**config.mk**
```make
export PLATFORM = sky130hd
export DESIGN_NAME = alu_mc_flat
export DESIGN_NICKNAME = d
export VERILOG_FILES = /design/src/rtl/alu_mc_pkg.sv /design/src/rtl/alu_mc_if.sv /design/src/rtl/alu_mc_iter.sv /design/src/rtl/alu_mc.sv /design/src/flat_wrapper.sv
export SDC_FILE = /design/constraint.sdc
export NUM_CORES = 1
export LEC_CHECK = 0
export BUFFER_PORTS_ARGS = -buffer_cell sky130_fd_sc_hd__buf_2
export CAP_MARGIN = 20
export CORE_MARGIN = 8
export CORE_UTILIZATION = 50
export CTS_CLUSTER_SIZE = 24
export DETAILED_ROUTE_END_ITERATION = 6
export HOLD_SLACK_MARGIN = 0.1
export PLACE_DENSITY = 0.67
export SYNTH_ARGS = -nofsm -noshare
export SYNTH_HDL_FRONTEND = slang
export SYNTH_HIERARCHICAL = 1
export SYNTH_SLANG_ARGS = --single-unit
```
**constraint.sdc**
```tcl
create_clock -name clk -period 4.6 [get_ports clk]
set_input_delay 0.92 -clock clk [delete_from_list [all_inputs] [get_ports clk]]
set_output_delay 0.92 -clock clk [all_outputs]
set_load 0.02 [all_outputs]
```
**src/rtl/alu_mc_pkg.sv**
```systemverilog
// Shared opcodes, FSM states and opcode-class helpers for alu_mc.
// Divider opcodes are iterative only when ALU_MC_DIV_EN is defined.
package alu_mc_pkg;

  localparam logic [3:0] OP_AND   = 4'b0000;
  localparam logic [3:0] OP_OR    = 4'b0001;
  localparam logic [3:0] OP_ADD   = 4'b0010;
  localparam logic [3:0] OP_SLTU  = 4'b0011;
  localparam logic [3:0] OP_XOR   = 4'b0100;
  localparam logic [3:0] OP_NOR   = 4'b0101;
  localparam logic [3:0] OP_SUB   = 4'b0110;
  localparam logic [3:0] OP_SLT   = 4'b0111;
  localparam logic [3:0] OP_SLL   = 4'b1000;
  localparam logic [3:0] OP_SRL   = 4'b1001;
  localparam logic [3:0] OP_SRA   = 4'b1010;
  localparam logic [3:0] OP_MUL   = 4'b1100;
  localparam logic [3:0] OP_MULHU = 4'b1101;
  localparam logic [3:0] OP_DIVU  = 4'b1110;
  localparam logic [3:0] OP_REMU  = 4'b1111;

  typedef enum logic [1:0] {
    IDLE = 2'd0,
    BUSY = 2'd1,
    DONE = 2'd2
  } state_t;

  function automatic logic is_iterative(input logic [3:0] op);
`ifdef ALU_MC_DIV_EN
    return op inside {OP_MUL, OP_MULHU, OP_DIVU, OP_REMU};
`else
    return op inside {OP_MUL, OP_MULHU};
`endif
  endfunction

`ifdef ALU_MC_DIV_EN
  function automatic logic is_div(input logic [3:0] op);
    return op inside {OP_DIVU, OP_REMU};
  endfunction
`endif

endpackage

```
**src/rtl/alu_mc_if.sv**
```systemverilog
// Operand/result handshake bundle between the ID/EX latch, alu_mc and writeback.
interface alu_mc_if #(
  parameter int unsigned DATA_WIDTH = 32
);
  logic                  in_valid;
  logic                  in_ready;
  logic [DATA_WIDTH-1:0] A;
  logic [DATA_WIDTH-1:0] B;
  logic [3:0]            ALUop;
  logic                  out_valid;
  logic                  out_ready;
  logic [DATA_WIDTH-1:0] Result;
  logic                  Overflow;
  logic                  CarryOut;
  logic                  Zero;

  modport master (
    output in_valid, A, B, ALUop, out_ready,
    input  in_ready, out_valid, Result, Overflow, CarryOut, Zero
  );

  modport slave (
    input  in_valid, A, B, ALUop, out_ready,
    output in_ready, out_valid, Result, Overflow, CarryOut, Zero
  );
endinterface

```
**src/rtl/alu_mc_iter.sv**
```systemverilog
// Iterative datapath: radix-2 shift-add multiplier and, with ALU_MC_DIV_EN,
// a restoring divider; one bit per clock, DATA_WIDTH clocks per operation.
module alu_mc_iter #(
  parameter int unsigned DATA_WIDTH = 32
) (
  input  logic                  clk,
  input  logic                  rst,
  input  logic                  start,
  input  logic [3:0]            op,
  input  logic [DATA_WIDTH-1:0] A,
  input  logic [DATA_WIDTH-1:0] B,
  output logic                  done,
  output logic [DATA_WIDTH-1:0] result
);
  import alu_mc_pkg::*;

  localparam int unsigned W  = DATA_WIDTH;
  localparam int unsigned CW = $clog2(W);

  logic            busy;
  logic [CW-1:0]   cnt;
  logic [2*W-1:0]  acc, acc_src, acc_step;
  logic [W-1:0]    opnd, opnd_src;
  logic [3:0]      op_r;
  logic [W:0]      hi_sum;
`ifdef ALU_MC_DIV_EN
  logic            div_mode;
  logic [W:0]      rem_sh, diff;
`endif

  // The first iteration runs on the accept edge straight from the operands,
  // so the last one lands one clock before the top registers the result.
  always_comb begin
    acc_src  = acc;
    opnd_src = opnd;
    if (start) begin
      acc_src  = {{W{1'b0}}, B};
      opnd_src = A;
`ifdef ALU_MC_DIV_EN
      if (is_div(op)) begin
        acc_src  = {{W{1'b0}}, A};
        opnd_src = B;
      end
`endif
    end
  end

  always_comb begin
    hi_sum   = {1'b0, acc_src[2*W-1:W]} + (acc_src[0] ? {1'b0, opnd_src} : '0);
    acc_step = {hi_sum, acc_src[W-1:1]};
`ifdef ALU_MC_DIV_EN
    div_mode = start ? is_div(op) : is_div(op_r);
    rem_sh   = {acc_src[2*W-1:W], acc_src[W-1]};
    diff     = rem_sh - {1'b0, opnd_src};
    if (div_mode) begin
      acc_step = diff[W] ? {rem_sh[W-1:0], acc_src[W-2:0], 1'b0}
                         : {diff[W-1:0],   acc_src[W-2:0], 1'b1};
    end
`endif
  end

  always_ff @(posedge clk or posedge rst) begin
    if (rst) begin
      busy <= 1'b0;
      done <= 1'b0;
      cnt  <= '0;
      acc  <= '0;
      opnd <= '0;
      op_r <= '0;
    end else begin
      done <= 1'b0;
      if (start) begin
        busy <= 1'b1;
        cnt  <= CW'(1);
        acc  <= acc_step;
        opnd <= opnd_src;
        op_r <= op;
      end else if (busy) begin
        acc <= acc_step;
        cnt <= cnt + 1'b1;
        if (cnt == CW'(W - 1)) begin
          busy <= 1'b0;
          done <= 1'b1;
        end
      end
    end
  end

  // acc holds {high, low} for multiply and {remainder, quotient} for divide.
  always_comb begin
    result = acc[W-1:0];
    if (op_r == OP_MULHU) result = acc[2*W-1:W];
`ifdef ALU_MC_DIV_EN
    if (op_r == OP_REMU) result = acc[2*W-1:W];
    if (op_r == OP_DIVU && opnd == '0) result = '1;
`endif
  end

endmodule

```
**src/rtl/alu_mc.sv**
```systemverilog
// Multi-cycle ALU: valid/ready on both sides, registered Result and flags,
// iterative MUL/MULHU (DIVU/REMU when ALU_MC_DIV_EN is defined).
module alu_mc #(
  parameter int unsigned DATA_WIDTH = 32,
  parameter int unsigned SHAMT_W    = $clog2(DATA_WIDTH)
) (
  input logic     clk,
  input logic     rst,
  alu_mc_if.slave bus
);
  import alu_mc_pkg::*;

  localparam int unsigned W = DATA_WIDTH;

  state_t             state, state_nxt;
  logic               in_ready, accept, op_iter, iter_start, iter_done;
  logic [W-1:0]       iter_result, sc_result, res_q;
  logic               sc_ovf, sc_cout, ovf_q, cout_q, zero_q;
  logic [W:0]         sum_add, sum_sub;
  logic               ovf_add, ovf_sub, borrow;
  logic [SHAMT_W-1:0] shamt;

  assign op_iter    = is_iterative(bus.ALUop);
  assign in_ready   = (state == IDLE) || (state == DONE && bus.out_ready);
  assign accept     = bus.in_valid && in_ready;
  assign iter_start = accept && op_iter;
  assign shamt      = bus.B[SHAMT_W-1:0];

  assign sum_add = {1'b0, bus.A} + {1'b0, bus.B};
  assign sum_sub = {1'b0, bus.A} + {1'b0, ~bus.B} + {{W{1'b0}}, 1'b1};
  assign ovf_add = (bus.A[W-1] == bus.B[W-1]) && (sum_add[W-1] != bus.A[W-1]);
  assign ovf_sub = (bus.A[W-1] != bus.B[W-1]) && (sum_sub[W-1] != bus.A[W-1]);
  assign borrow  = ~sum_sub[W];

  always_comb begin
    sc_result = '0;
    sc_ovf    = 1'b0;
    sc_cout   = 1'b0;
    case (bus.ALUop)
      OP_AND:  sc_result = bus.A & bus.B;
      OP_OR:   sc_result = bus.A | bus.B;
      OP_XOR:  sc_result = bus.A ^ bus.B;
      OP_NOR:  sc_result = ~(bus.A | bus.B);
      OP_ADD: begin
        sc_result = sum_add[W-1:0];
        sc_ovf    = ovf_add;
        sc_cout   = sum_add[W];
      end
      OP_SUB: begin
        sc_result = sum_sub[W-1:0];
        sc_ovf    = ovf_sub;
        sc_cout   = borrow;
      end
      OP_SLT: begin
        sc_result = {{(W-1){1'b0}}, sum_sub[W-1] ^ ovf_sub};
        sc_ovf    = ovf_sub;
        sc_cout   = borrow;
      end
      OP_SLTU: begin
        sc_result = {{(W-1){1'b0}}, borrow};
        sc_cout   = borrow;
      end
      OP_SLL:  sc_result = bus.A << shamt;
      OP_SRL:  sc_result = bus.A >> shamt;
      OP_SRA:  sc_result = $unsigned($signed(bus.A) >>> shamt);
      default: sc_result = '0;
    endcase
  end

  alu_mc_iter #(
    .DATA_WIDTH(W)
  ) u_iter (
    .clk    (clk),
    .rst    (rst),
    .start  (iter_start),
    .op     (bus.ALUop),
    .A      (bus.A),
    .B      (bus.B),
    .done   (iter_done),
    .result (iter_result)
  );

  always_ff @(posedge clk or posedge rst) begin
    if (rst) state <= IDLE;
    else     state <= state_nxt;
  end

  always_comb begin
    state_nxt = state;
    case (state)
      IDLE: if (accept) state_nxt = op_iter ? BUSY : DONE;
      BUSY: if (iter_done) state_nxt = DONE;
      DONE: begin
        if (accept)             state_nxt = op_iter ? BUSY : DONE;
        else if (bus.out_ready) state_nxt = IDLE;
      end
      default: state_nxt = IDLE;
    endcase
  end

  // Result registers only change on a new single-cycle accept or iterative
  // completion, so they hold while the consumer stalls.
  always_ff @(posedge clk or posedge rst) begin
    if (rst) begin
      res_q  <= '0;
      ovf_q  <= 1'b0;
      cout_q <= 1'b0;
      zero_q <= 1'b0;
    end else if (accept && !op_iter) begin
      res_q  <= sc_result;
      ovf_q  <= sc_ovf;
      cout_q <= sc_cout;
      zero_q <= (sc_result == '0);
    end else if (state == BUSY && iter_done) begin
      res_q  <= iter_result;
      ovf_q  <= 1'b0;
      cout_q <= 1'b0;
      zero_q <= (iter_result == '0);
    end
  end

  assign bus.in_ready  = in_ready;
  assign bus.out_valid = (state == DONE);
  assign bus.Result    = res_q;
  assign bus.Overflow  = ovf_q;
  assign bus.CarryOut  = cout_q;
  assign bus.Zero      = zero_q;

endmodule
```
**src/flat_wrapper.sv**
```systemverilog
// flat-port wrapper written by rule: the top's interface ports become plain ports
module alu_mc_flat import alu_mc_pkg::*;
#(
  parameter int unsigned DATA_WIDTH = 32,
  parameter int unsigned SHAMT_W    = $clog2(DATA_WIDTH)
)
  (clk, rst, bus_in_valid, bus_A, bus_B, bus_ALUop, bus_out_ready, bus_in_ready, bus_out_valid, bus_Result, bus_Overflow, bus_CarryOut, bus_Zero);
  alu_mc_if #(.DATA_WIDTH(DATA_WIDTH)) bus_i ();
  input logic clk;
  input logic rst;
  input wire logic [$bits(bus_i.in_valid)-1:0] bus_in_valid;
  input wire logic [$bits(bus_i.A)-1:0] bus_A;
  input wire logic [$bits(bus_i.B)-1:0] bus_B;
  input wire logic [$bits(bus_i.ALUop)-1:0] bus_ALUop;
  input wire logic [$bits(bus_i.out_ready)-1:0] bus_out_ready;
  output wire logic [$bits(bus_i.in_ready)-1:0] bus_in_ready;
  output wire logic [$bits(bus_i.out_valid)-1:0] bus_out_valid;
  output wire logic [$bits(bus_i.Result)-1:0] bus_Result;
  output wire logic [$bits(bus_i.Overflow)-1:0] bus_Overflow;
  output wire logic [$bits(bus_i.CarryOut)-1:0] bus_CarryOut;
  output wire logic [$bits(bus_i.Zero)-1:0] bus_Zero;
  assign bus_i.in_valid = bus_in_valid;
  assign bus_i.A = bus_A;
  assign bus_i.B = bus_B;
  assign bus_i.ALUop = bus_ALUop;
  assign bus_i.out_ready = bus_out_ready;
  assign bus_in_ready = bus_i.in_ready;
  assign bus_out_valid = bus_i.out_valid;
  assign bus_Result = bus_i.Result;
  assign bus_Overflow = bus_i.Overflow;
  assign bus_CarryOut = bus_i.CarryOut;
  assign bus_Zero = bus_i.Zero;
  alu_mc #(.DATA_WIDTH(DATA_WIDTH), .SHAMT_W(SHAMT_W)) u_core (.clk(clk), .rst(rst), .bus(bus_i));
endmodule
```
==> flow_summary.yaml <==
run_status:
  status: "finished, final reports clean"
clock_tree:
  cts_sinks: 144
  cts_buffers: 17
  htreeDepth: 4
  clockRootBuffer: "clkbuf_16"
  path_clk_slew_ns: 0.06
  cts.path.max_buffers: 2
  cts_tree: "done"
  clkLatencyLatePin_ns: 0.43
synthesis:
  synth_edf_count: 0
  yosysMostFrequentCell: "nand2_1"
  synth.distinct_cells: 97
  synth_top_family_by_area: "compound AO/OA/AOI/OAI gates"
  synth_flop_cell: "dfrtp_1"
  syn-cell-area_um2: 18730
  synth_common_cells: "nand2_1, nor2_1, o21ai_0, a21oi_1, dfrtp_1"
  ys_top_cells_by_area: "dfrtp_1, ha_1, mux4_2"
  ys_warn_count: 6
  muxShareOfSynthArea_pct: 17.27
  syn_area_per_cell_um2: 7.965
  synthXorXnorAreaFrac_pct: 2.431
  synth_top_area_cell: "dfrtp_1"
  synth_top_cell_area_share_pct: 19.23
  ys_seq_elements: 144
  synth_compound_area_share_pct: 24.36
  synthAdderAreaFrac_pct: 9.778
  synth-simple-area-share_pct: 20.48
  asyncSetResetFlopFracSynth_pct: 100.0
  synth_nets: 2568
  synthCells: 2352
  ys_seq_area_share_pct: 19.23
worst_setup_path:
  ff2ff_path_depth: 17
  startpoint_type: "primary input"
  critPathRequiredTime_ns: 4.97
  max_stage_delay_ns: 0.57
  cpMostUsedCell: "buf_4"
  cp-end-kind: "flop"
  timing.rr.start: "u_core/state[1]"
  critPathArrivalTime_ns: 4.97
  crit_type: "primary input to flop"
  slowest_stage: "or4_4"
  r2r_setup_slack_ns: 0.50
  worstPathMaxFanout: 17
  path_cells: "buf_4, buf_4, buf_12, buf_4, mux4_2, mux2i_1, mux2i_1, a22oi_2, nand4_1, a211oi_4, nand4_1, or4_4, or4_1, nor3_2, a41o_1"
  worstReg2RegEnd: "u_core/u_iter/acc[60]"
grt:
  track_usage_pct: 40.77
  grt_use_met3_pct: 9.248
  antenna_found_initial: 7
  grt_start_max_net_pins: 64
  grt_pass1_wl_mm: 137.3
  grt_pass1_vias: 21380
  busiest_layer: "met2"
  met1_usage_pct: 52.88
  gr-usage-met2_pct: 63.41
  grt_overflow: 0
placement:
  port_buffers: 108
  post-dp-hpwl_mm: 72.96
  dpl-instance-area_um2: 23340
  place_congestion: 1.093
  dp_cells: 3280
floorplanning:
  core_um2: 37310
  io_pins: 109
  start_util_pct: 50.21
  die_h_um: 209.6
  die_area_um2: 43920
  dieWidth_um: 209.6
  num_rows: 71
final_layout:
  fin_cells: 3313
  fin_nets: 3042
  drive_gt1_share_pct: 30.48
  fin_util_pct: 64.37
  fillers: 3195
  syn_to_final_growth_pct: 28.20
  fin_area_um2: 24020
drt:
  ant_nets: 0
  num_vias: 22410
  drt-vias-per-instance: 6.765
  drt-initial-drc-count: 2832
  first_pass_iters: 6
  post_drt_wl_per_cell_um: 27.83
  drc_errors: 0
  wirelength_mm: 92.21
flow_run:
  max_cap_violations: 0
timing:
  hold-worst-slack_ns: 0.4851
  slew_headroom_pct: 26.25
  max_clock_freq_mhz: 217.5
  rsz0062_at_grt: "true"
  maxSlewViolCount: 0
  min_period_over_period_pct: 99.95
  period_minus_slack_ns: 4.598
  fin_skew_ns: 0.01195
  worst_slew_pin_slew_ns: 1.106
  fin_tns_setup_ns: 0
  hold_viol_final: 0
  final-setup-viol-count: 0
min_path:
  hold_path.startpoint: "u_core/u_iter/opnd[20]"
  holdPathEnd: "u_core/u_iter/opnd[20]"
  min_path_type: "flop to flop"
  hold_path_depth: 2
power:
  power_density_nw_per_um2: 377.8
  vdd_drop_max_mv: 0.4382
  p_leak_nw: 11.02
==> worst max-delay path by stage <==
| stage | cells past startpoint | endpoint | startpoint | slack (ns) |
|---|---|---|---|---|
| global route | 22 | u_core/bus.Zero | bus_A[6] | -0.15 |
| finish | 15 | u_core/bus.Zero | bus_B[1] | 0.002 |
| detailed placement | 14 | u_core/bus.Zero | bus_B[0] | -0.75 |
| floorplan | 19 | u_core/bus.Zero | bus_B[2] | -0.24 |
| CTS | 22 | u_core/bus.Zero | bus_A[6] | 0.03 |
| global placement | 14 | u_core/bus.Zero | bus_B[0] | -0.67 |
==> metal layers <==
metal | share of wire, % | vias up
met5 | 0.084 | -
met4 | 5.9 | 12
met3 | 11 | 339
met2 | 44 | 1581
met1 | 39 | 10810
li1 | - | 9669
==> flip-flops by register name, indices dropped and copies added (netlist names) <==
| name | cells |
|---|---|
| u_core/u_iter/op_r | 4 |
| u_core/u_iter/acc | 64 |
| u_core/u_iter/cnt | 5 |
| u_core/u_iter/busy | 1 |
| u_core/u_iter/done | 1 |
| u_core/u_iter/opnd | 32 |
| u_core/bus.CarryOut | 1 |
| u_core/bus.Result | 32 |
| u_core/bus.Zero | 1 |
| u_core/bus.Overflow | 1 |
| u_core/state | 2 |
==> what timing repair did <==
item	4_1_cts	5_1_grt
resized for setup	13	8
hold buffers	0	0
buffers inserted	0	1
pin swaps	2	6
endpoints found under the setup margin	1	2
endpoints found under the hold margin	0	0
==> area by class of cell <==
| type | instances | area (um2) | share of cell area (%) |
|---|---|---|---|
| well taps | 474 | 593.1 | 2.469 |
| multi-input cells | 1917 | 14130 | 58.85 |
| diodes | 1 | 2.502 | 0.01042 |
| clock buffers | 22 | 474.2 | 1.974 |
| repair buffers | 628 | 4653 | 19.37 |
| clock inverters | 9 | 107.6 | 0.4480 |
| inverters | 118 | 447.9 | 1.865 |
| flip-flops and latches | 144 | 3605 | 15.01 |
==> critical path, delay by kind of cell <==
family          cells  cell delay (ns)
simple gates        5             1.63
mux                 3             0.90
compound gates      3             0.90
buf+inv             4             0.61
==> power breakdown <==
group	leakage (nW)	total (mW)	switching, mW	internal (mW)
clock	0.282	1.38	0.542	0.838
sequential	1.76	2.16	0.387	1.77
combinational	8.97	5.54	3.09	2.45
==> cells in the final DEF (no fill, tap or decap), drive strengths merged, types with 35 or more instances in the layout <==
cell / instances
nor2: 169
nor2b: 76
a31oi: 36
buf: 628
dfrtp: 144
nand3: 63
mux2: 74
mux2i: 105
a21oi: 158
mux4: 60
o21ai: 186
nor3: 47
inv: 116
nand2: 266
xnor2: 35
ha: 140
==> stage by stage <==
| step | power, mW | worst slack (ns) |
|---|---|---|
| after floorplan | 5.294 | -0.2381 |
| after global placement | 7.256 | -0.6702 |
| after detailed placement | 7.447 | -0.7527 |
| after CTS | 8.913 | 0.02599 |
| after global routing | 9.554 | -0.1506 |
| final | 9.074 | 0.002315 |
==> kinds of logic after synthesis <==
family	count (synthesis)
AO/OA/AOI/OAI	692
XOR/XNOR	52
adder cells (fa/ha/maj)	144
flip-flops	144
buffers and inverters	291
AND/OR/NAND/NOR	790
multiplexers	239
(Power assumes the default switching activity.)
